File: config.mk
export PLATFORM = sky130hd
export DESIGN_NAME = mem_bus_bridge
export DESIGN_NICKNAME = d
export VERILOG_FILES = /design/src/rtl/mem_bus_pkg.sv /design/src/rtl/mem_bus_bridge_sync2.sv /design/src/rtl/mem_bus_bridge.sv
export SDC_FILE = /design/constraint.sdc
export NUM_CORES = 1
export LEC_CHECK = 0
export CAP_MARGIN = 5
export CORE_ASPECT_RATIO = 0.9
export CORE_MARGIN = 2
export CORE_UTILIZATION = 42
export CTS_CLUSTER_SIZE = 28
export DETAILED_ROUTE_END_ITERATION = 12
export MAX_ROUTING_LAYER = met4
export PLACE_DENSITY = 0.87
export SLEW_MARGIN = 20
export SYNTH_ARGS = -nofsm -noshare
export SYNTH_HDL_FRONTEND = slang
export SYNTH_SLANG_ARGS = --single-unit
File: constraint.sdc
create_clock -name clk -period 2.66 [get_ports clk]
set_clock_uncertainty 0.15 [all_clocks]
set_input_delay 0.532 -clock clk [delete_from_list [all_inputs] [get_ports clk]]
set_output_delay 0.532 -clock clk [all_outputs]
set_load 0.005 [all_outputs]
File: src/rtl/mem_bus_pkg.sv
// Shared types and constants for the CPU memory-port bridge.
package mem_bus_pkg;

  typedef logic [1:0] mem_cmd_t;

  localparam mem_cmd_t M_NOP   = 2'b00;
  localparam mem_cmd_t M_WRITE = 2'b01;
  localparam mem_cmd_t M_READ  = 2'b10;

  typedef enum logic [1:0] {S_IDLE, S_ACCESS, S_RESP} state_t;

  // Channel-index width: at least one bit even for a single channel.
  function automatic int idx_w(input int n);
    return (n <= 2) ? 1 : $clog2(n);
  endfunction

endpackage

File: src/rtl/mem_bus_bridge_sync2.sv
// Two-flop synchroniser, parametrised width. Used per IO input channel
// when MEM_BUS_IO_SYNC_EN is defined.
module sync2 #(
  parameter int W = 1
) (
  input  logic         clk,
  input  logic         reset,
  input  logic [W-1:0] d,
  output logic [W-1:0] q
);

  logic [W-1:0] meta;

  // Two-stage capture; both stages clear on reset.
  always_ff @(posedge clk) begin
    if (!reset) begin
      meta <= '0;
      q    <= '0;
    end else begin
      meta <= d;
      q    <= meta;
    end
  end

endmodule

File: src/rtl/mem_bus_bridge.sv
// Registered bridge from the CPU memory port to one synchronous-read RAM
// and N_IO memory-mapped IO registers. Multi-cycle transactions with
// WAIT extra access cycles, a one-cycle mem_ready pulse and bus_err for
// unmapped/illegal accesses.
// Optional feature: define MEM_BUS_IO_SYNC_EN to pass each io_in channel
// through a 2-flop synchroniser before it can be read.
module mem_bus_bridge
  import mem_bus_pkg::*;
#(
  parameter int DATA_W = 16,
  parameter int ADDR_W = 9,
  parameter int RAM_AW = 8,
  parameter int N_IO   = 2,
  parameter int WAIT   = 1
) (
  input  logic                     clk,
  input  logic                     reset,
  input  logic [1:0]               mem_cmd,
  input  logic [ADDR_W-1:0]        mem_addr,
  input  logic [DATA_W-1:0]        cpu_wdata,
  output logic [DATA_W-1:0]        cpu_rdata,
  output logic                     mem_ready,
  output logic                     bus_err,
  output logic [RAM_AW-1:0]        ram_addr,
  output logic                     ram_write,
  output logic [DATA_W-1:0]        ram_din,
  input  logic [DATA_W-1:0]        ram_dout,
  input  logic [N_IO*DATA_W-1:0]   io_in,
  output logic [N_IO*DATA_W-1:0]   io_out,
  output logic [N_IO-1:0]          io_wstrobe
);

  localparam int               IDX_W  = idx_w(N_IO);
  localparam logic [3:0]       WAIT_C = 4'(WAIT);
  localparam logic [IDX_W:0]   N_IO_C = (IDX_W+1)'(N_IO);

  state_t                      state, state_nxt;
  logic [3:0]                  cnt;
  mem_cmd_t                    cmd_q;
  logic [ADDR_W-1:0]           addr_q;
  logic [RAM_AW-1:0]           ram_addr_q;
  logic [DATA_W-1:0]           wdata_q;
  logic [N_IO-1:0][DATA_W-1:0] io_q;
  logic [N_IO*DATA_W-1:0]      io_src;
  logic [DATA_W-1:0]           io_rd;
  logic [ADDR_W-2:0]           low_bits;
  logic [IDX_W-1:0]            idx;
  logic                        accept, illegal, last, is_io, dec_err;

  assign accept   = (state == S_IDLE) && (mem_cmd == M_READ || mem_cmd == M_WRITE);
  assign illegal  = (state == S_IDLE) && (mem_cmd == 2'b11);
  assign last     = (state == S_ACCESS) && (cnt == WAIT_C);
  assign is_io    = addr_q[ADDR_W-1];
  assign low_bits = addr_q[ADDR_W-2:0];
  assign idx      = addr_q[IDX_W-1:0];

  // Decode the latched address; any stray upper bit or missing channel is an error.
  always_comb begin
    dec_err = 1'b0;
    if (is_io)
      dec_err = ((low_bits >> IDX_W) != '0) || ({1'b0, idx} >= N_IO_C);
    else
      dec_err = (low_bits >> RAM_AW) != '0;
  end

`ifdef MEM_BUS_IO_SYNC_EN
  for (genvar g = 0; g < N_IO; g++) begin : g_sync
    sync2 #(.W(DATA_W)) u_sync (
      .clk   (clk),
      .reset (reset),
      .d     (io_in[g*DATA_W +: DATA_W]),
      .q     (io_src[g*DATA_W +: DATA_W])
    );
  end
`else
  assign io_src = io_in;
`endif

  // Select the addressed IO input channel; unmatched index reads 0.
  always_comb begin
    io_rd = '0;
    for (int i = 0; i < N_IO; i++)
      if (idx == IDX_W'(i)) io_rd = io_src[i*DATA_W +: DATA_W];
  end

  // State register.
  always_ff @(posedge clk) begin
    if (!reset) state <= S_IDLE;
    else        state <= state_nxt;
  end

  // Next-state: IDLE -> ACCESS on a legal command, straight to RESP on 11.
  always_comb begin
    state_nxt = state;
    case (state)
      S_IDLE:   if (accept) state_nxt = S_ACCESS;
                else if (illegal) state_nxt = S_RESP;
      S_ACCESS: if (cnt == WAIT_C) state_nxt = S_RESP;
      S_RESP:   state_nxt = S_IDLE;
      default:  state_nxt = S_IDLE;
    endcase
  end

  // Transaction datapath: latch on accept, IO write after first access cycle,
  // read capture and error flag on the last access edge.
  always_ff @(posedge clk) begin
    if (!reset) begin
      cnt        <= '0;
      cmd_q      <= M_NOP;
      addr_q     <= '0;
      ram_addr_q <= '0;
      wdata_q    <= '0;
      cpu_rdata  <= '0;
      bus_err    <= 1'b0;
      io_q       <= '0;
      io_wstrobe <= '0;
    end else begin
      io_wstrobe <= '0;
      if (accept) begin
        cmd_q      <= mem_cmd;
        addr_q     <= mem_addr;
        ram_addr_q <= mem_addr[RAM_AW-1:0];
        wdata_q    <= cpu_wdata;
        cnt        <= '0;
        bus_err    <= 1'b0;
      end else if (illegal) begin
        bus_err    <= 1'b1;
      end
      if (state == S_ACCESS) begin
        cnt <= cnt + 4'd1;
        if (cnt == '0 && cmd_q == M_WRITE && is_io && !dec_err) begin
          for (int i = 0; i < N_IO; i++)
            if (idx == IDX_W'(i)) begin
              io_q[i]       <= wdata_q;
              io_wstrobe[i] <= 1'b1;
            end
        end
        if (last) begin
          bus_err <= dec_err;
          if (cmd_q == M_READ)
            cpu_rdata <= dec_err ? '0 : (is_io ? io_rd : ram_dout);
        end
      end
    end
  end

  // The address is presented during the accept cycle so the RAM's one-cycle
  // read completes by the capture edge even with WAIT=0; otherwise it holds
  // the latched value.
  assign ram_addr  = (accept && reset) ? mem_addr[RAM_AW-1:0] : ram_addr_q;
  assign ram_din   = wdata_q;
  assign ram_write = reset && (state == S_ACCESS) && (cnt == '0) &&
                     (cmd_q == M_WRITE) && !is_io && !dec_err;
  assign mem_ready = (state == S_RESP);
  assign io_out    = io_q;

endmodule

== Word level (Yosys, flattened, before mapping) ==
Index checks and enable logic that the tools add are counted.
Storage, ports and cells
  register bits: 92
  input bits: 77
  output and inout port bits: 77
  word-level logic and storage cells: 64
Operators by class
  add/subtract/negate cells: 1
  equality and inequality tests: 10
  mux-type cells: 17
  bitwise logic cells: 1
  reductions and logical operators: 24
Operators by type and width (count)
  16-bit two-way mux: 3
  1-bit logical AND: 12
  3-bit AND reduction: 4
  2-bit == test, second input constant: 4
  4-bit two-way mux: 2
  8-bit two-way mux: 1
  8-bit nonzero test: 1
  1-bit two-way mux: 7
  2-bit by 1-bit == test with 1-bit output, second input constant: 3
  2-bit two-way mux: 3
  4-bit by 1-bit adder with 4-bit output, second input constant: 1
  4-bit by 1-bit == test with 1-bit output, second input constant: 1
  4-bit zero test: 1
  2-bit one-hot mux with 2 select lines: 1
  3-bit inequality test, second input constant: 1
  1-bit zero test: 2
  2-bit zero test: 1
  2-bit inequality test, second input constant: 1
  2-bit AND reduction: 1
  2-bit nonzero test: 1
  1-bit logical OR: 1
  1-bit NOT: 1

== Longest topological paths before layout ==
  depth in word-level cells: 6
  gate-level depth with buffers: 8
  depth with buffers taken out: 6

== Least setup slack after synthesis ==
No wires, ideal clock.
  kind: in2out
  start point: input mem_cmd[0]
  end point: output ram_addr[0]
  data arrival time: 1.603 ns
  data required time: 1.978 ns
  slack: 0.375 ns
  stages on the path: 6
  path buffers: 2
  path through: ha_1 > and3_1 > buf_2 > clkbuf_1 > nand2_1 > o21ai_0
Between the ends
  cells in the longest elaborated chain, start to end: 5
  elaborated cells on any way between the ends: 6
  classes of those cells: 2 x eq/ne; 1 x mux; 3 x reduce/logical
RTL lines
  start: declaration: line mem_bus_bridge.sv:18  | input logic [1:0] mem_cmd,
  2-bit == test or 2-bit by 1-bit == test with 1-bit output (tied branches): line mem_bus_bridge.sv:50  | assign accept = (state == S_IDLE) && (mem_cmd == M_READ || mem_cmd == M_WRITE);
  1-bit logical OR *: line mem_bus_bridge.sv:50
  1-bit logical AND *: line mem_bus_bridge.sv:50
  1-bit logical AND *: line mem_bus_bridge.sv:150  | assign ram_addr = (accept && reset) ? mem_addr[RAM_AW-1:0] : ram_addr_q;
  8-bit two-way mux *: line mem_bus_bridge.sv:150
  end: declaration: line mem_bus_bridge.sv:24  | output logic [RAM_AW-1:0] ram_addr,
Mark *: on every way between the ends. The rest lies on a longest branch, timed or not.

== Worst setup path after layout ==
  start point: input mem_cmd[1]
  end point: output ram_addr[1]
Same word-level chain as after synthesis.

==> results.toml <==
[status]
outcome = "finished, final reports clean"

[worst_setup_path]
path_delay_family = "buffers and inverters"
arrival_ps = 1940
path_cells = "dlygate4sd2_1, ha_4, and3_4, buf_4, mux2_2, clkdlybuf4s15_1"
cp_data_required_time_ps = 1980
max_stage_delay_ps = 320
path_max_fanout = 7
cp-start-kind = "input port"
critPathKind = "in -> out"
endpoint_kind = "output pin"
reg2reg_slack_ps = 300
critPathBufInv = 3
slowest_stage = "mux2_2"

[synth]
synth_cell_type_count = 37
ys_seq_elements = 84
async_flop_share = 0
netlist_area_um2 = 3440
seq_area_frac_synth = 0.488
synth_warnings = 0
postSynthCellCount = 340
synth-edff-count = 0
avgSynthCellArea_um2 = 10.1
syn_nets = 421
ys.flop_type = "dfxtp_1"

[cts]
cts_buffer_depth = 2
insertion_delay_ps = 340
tritoncts = "done"
cts_htree_levels = 3
ctsHoldBuffers = 0
cts_buffers = 9
path_clk_slew_ps = 70
cts_root_buf = "clkbuf_8"
clkSinkCount = 84

[run]
max-cap-violations = 0

[placement]
gp_congestion = 0.813
dpl-instance-area_um2 = 5050
numPortBuffers = 153
placedCellCount = 579
dp_hpwl_mm = 6.78

[drt]
first_pass_iters = 4
wl_per_cell_um = 15.5
viasPerCell = 5.22
vias = 3145
wl_mm = 9.34
antenna_left = 0
drc_errors = 0
drt_iter0_markers = 119

[power_and_ir_drop]
p_int_mw = 2.07
clockPowerShare = 0.322
p_leak_nw = 2.04
pwr_density_cell_nw_per_um2 = 528
p_switching_mw = 0.730
vdd.ir_drop.worst_uv = 283
seqPwrFrac = 0.487
sw_frac_of_total = 0.261
total_power_mw = 2.80
combPwrFrac = 0.191

[floorplanning]
die_h_um = 89.9
dieArea_um2 = 8940
core_um2 = 7990
fp.dieW_um = 99.5
initial_core_util = 0.431
rows = 31
num_io_pins = 154

[sta]
finalHoldViolCount = 0
final.period_utilization = 0.987
fin_setup_tns_ps = 0
setup_viol = 0
relSlewSlack = 0.317
period_needed_ps = 2620
drv_slew = 0
rsz0062_at_grt = "no"
max_freq_ghz = 0.381
worst_pin_slew_ps = 1020

[finish]
fin_area_um2 = 5290
finalNetCount = 579
fin_util = 0.662
instances_no_fill = 602
drive_gt1_frac = 0.119
mostFrequentLayoutCell = "clkdlybuf4s50_1"
syn2layout_area_growth_pct = 53.6
final_cell_mix = "clkdlybuf4s50_1 (141), dfxtp_1 (84), nand2_1 (68)"
antennaDiodeCount = 0

[global_route]
gr-total-overflow = 0
grt_max_degree = 52
antenna_found_initial = 0
grt_pass1_wl_mm = 15.0
grt_pass1_vias = 3153
grtUsageTotal = 0.216

[min_path]
hold_class = "reg -> reg"
registers in the layout, summed over array words and instances (netlist names):
name,flops
io_out,32
cpu_rdata,16
ram_din,16
addr_q,9
cnt,4
cmd_q,2
io_wstrobe,2
state,2
bus_err,1
Yosys cell counts (3+ instances only):
cell type  instances  area, um^2
buf_6              3        33.8
nand2_1           68         255
o21ai_0           18        90.1
ha_1               4        50.1
mux2_2             8        90.1
a22o_1            27         236
nor2_1             8        30.0
clkbuf_1          11        41.3
dfxtp_1           84        1680
o2bb2ai_1         16         140
inv_1              4        15.0
buf_2              5        25.0
a21oi_1            3        15.0
nor3_1             3        15.0
mux2i_1           49         490
buf_1              3        11.3
power groups by stage:
stage	combinational, mW	clock (mW)	sequential [mW]
after CTS	0.536	0.928	1.36
final	0.533	0.900	1.36
after global placement	0.511	0	1.39
after detailed placement	0.527	0	1.39
after global routing	0.580	0.970	1.37
after floorplan	0.248	0	1.38
path summary, 6_finish.rpt:
kind / start / endpoint / depth (start not counted)
worst max-delay path: mem_cmd[1] / ram_addr[1] / 6
worst max register to register: cnt[0] / io_out[27] / 6
worst min-delay path: io_out[18] / io_out[18] / 2
worst min register to register: io_out[18] / io_out[18] / 2
kinds of logic after synthesis:
kind of cell	count (synthesis)	share of synthesized area
mux	57	0.169
compound gates	70	0.154
simple gates	96	0.131
flops	84	0.488
buf+inv	28	0.0410
fa+ha+maj	4	0.0145
xor+xnor	1	0.00254
layout make-up:
cell class	count	area, um^2
multi-input combinational	228	1640
clock buffer	10	128
fill	624	2700
tap	99	124
clock inverter	6	70.1
inverter	4	15.0
timing repair buffer	171	1630
sequential	84	1680
worst reg2reg max path, stage by stage (launching register included):
cell	delay (ps)
dfxtp_1	420
inv_1	70
ha_1	200
and4bb_2	250
nand4_2	90
or2_1	790
mux2i_1	290
what timing repair did:
item,4_1_cts,5_1_grt
setup endpoints to repair,9,6
pin swaps,2,0
buffers inserted,7,0
endpoints found under the hold margin,0,0
gates resized for setup,19,6
metal layers:
| metal | vias to the layer above | share of wire | track usage |
|---|---|---|---|
| li1 | 1523 | - | - |
| met1 | 1470 | 0.43 | 0.251 |
| met2 | 140 | 0.49 | 0.368 |
| met3 | 12 | 0.073 | 0.0552 |
| met4 | 0 | 0.012 | 0.0582 |
| met5 | - | 0 | - |
metrics by stage:
step,setup slack (ps),hold slack [ps]
final,35.5,309
after detailed placement,-550,297
after global placement,-448,293
after floorplan,375,299
after global routing,11.7,329
after CTS,3.38,310
Power figures use the tool's default switching activity.
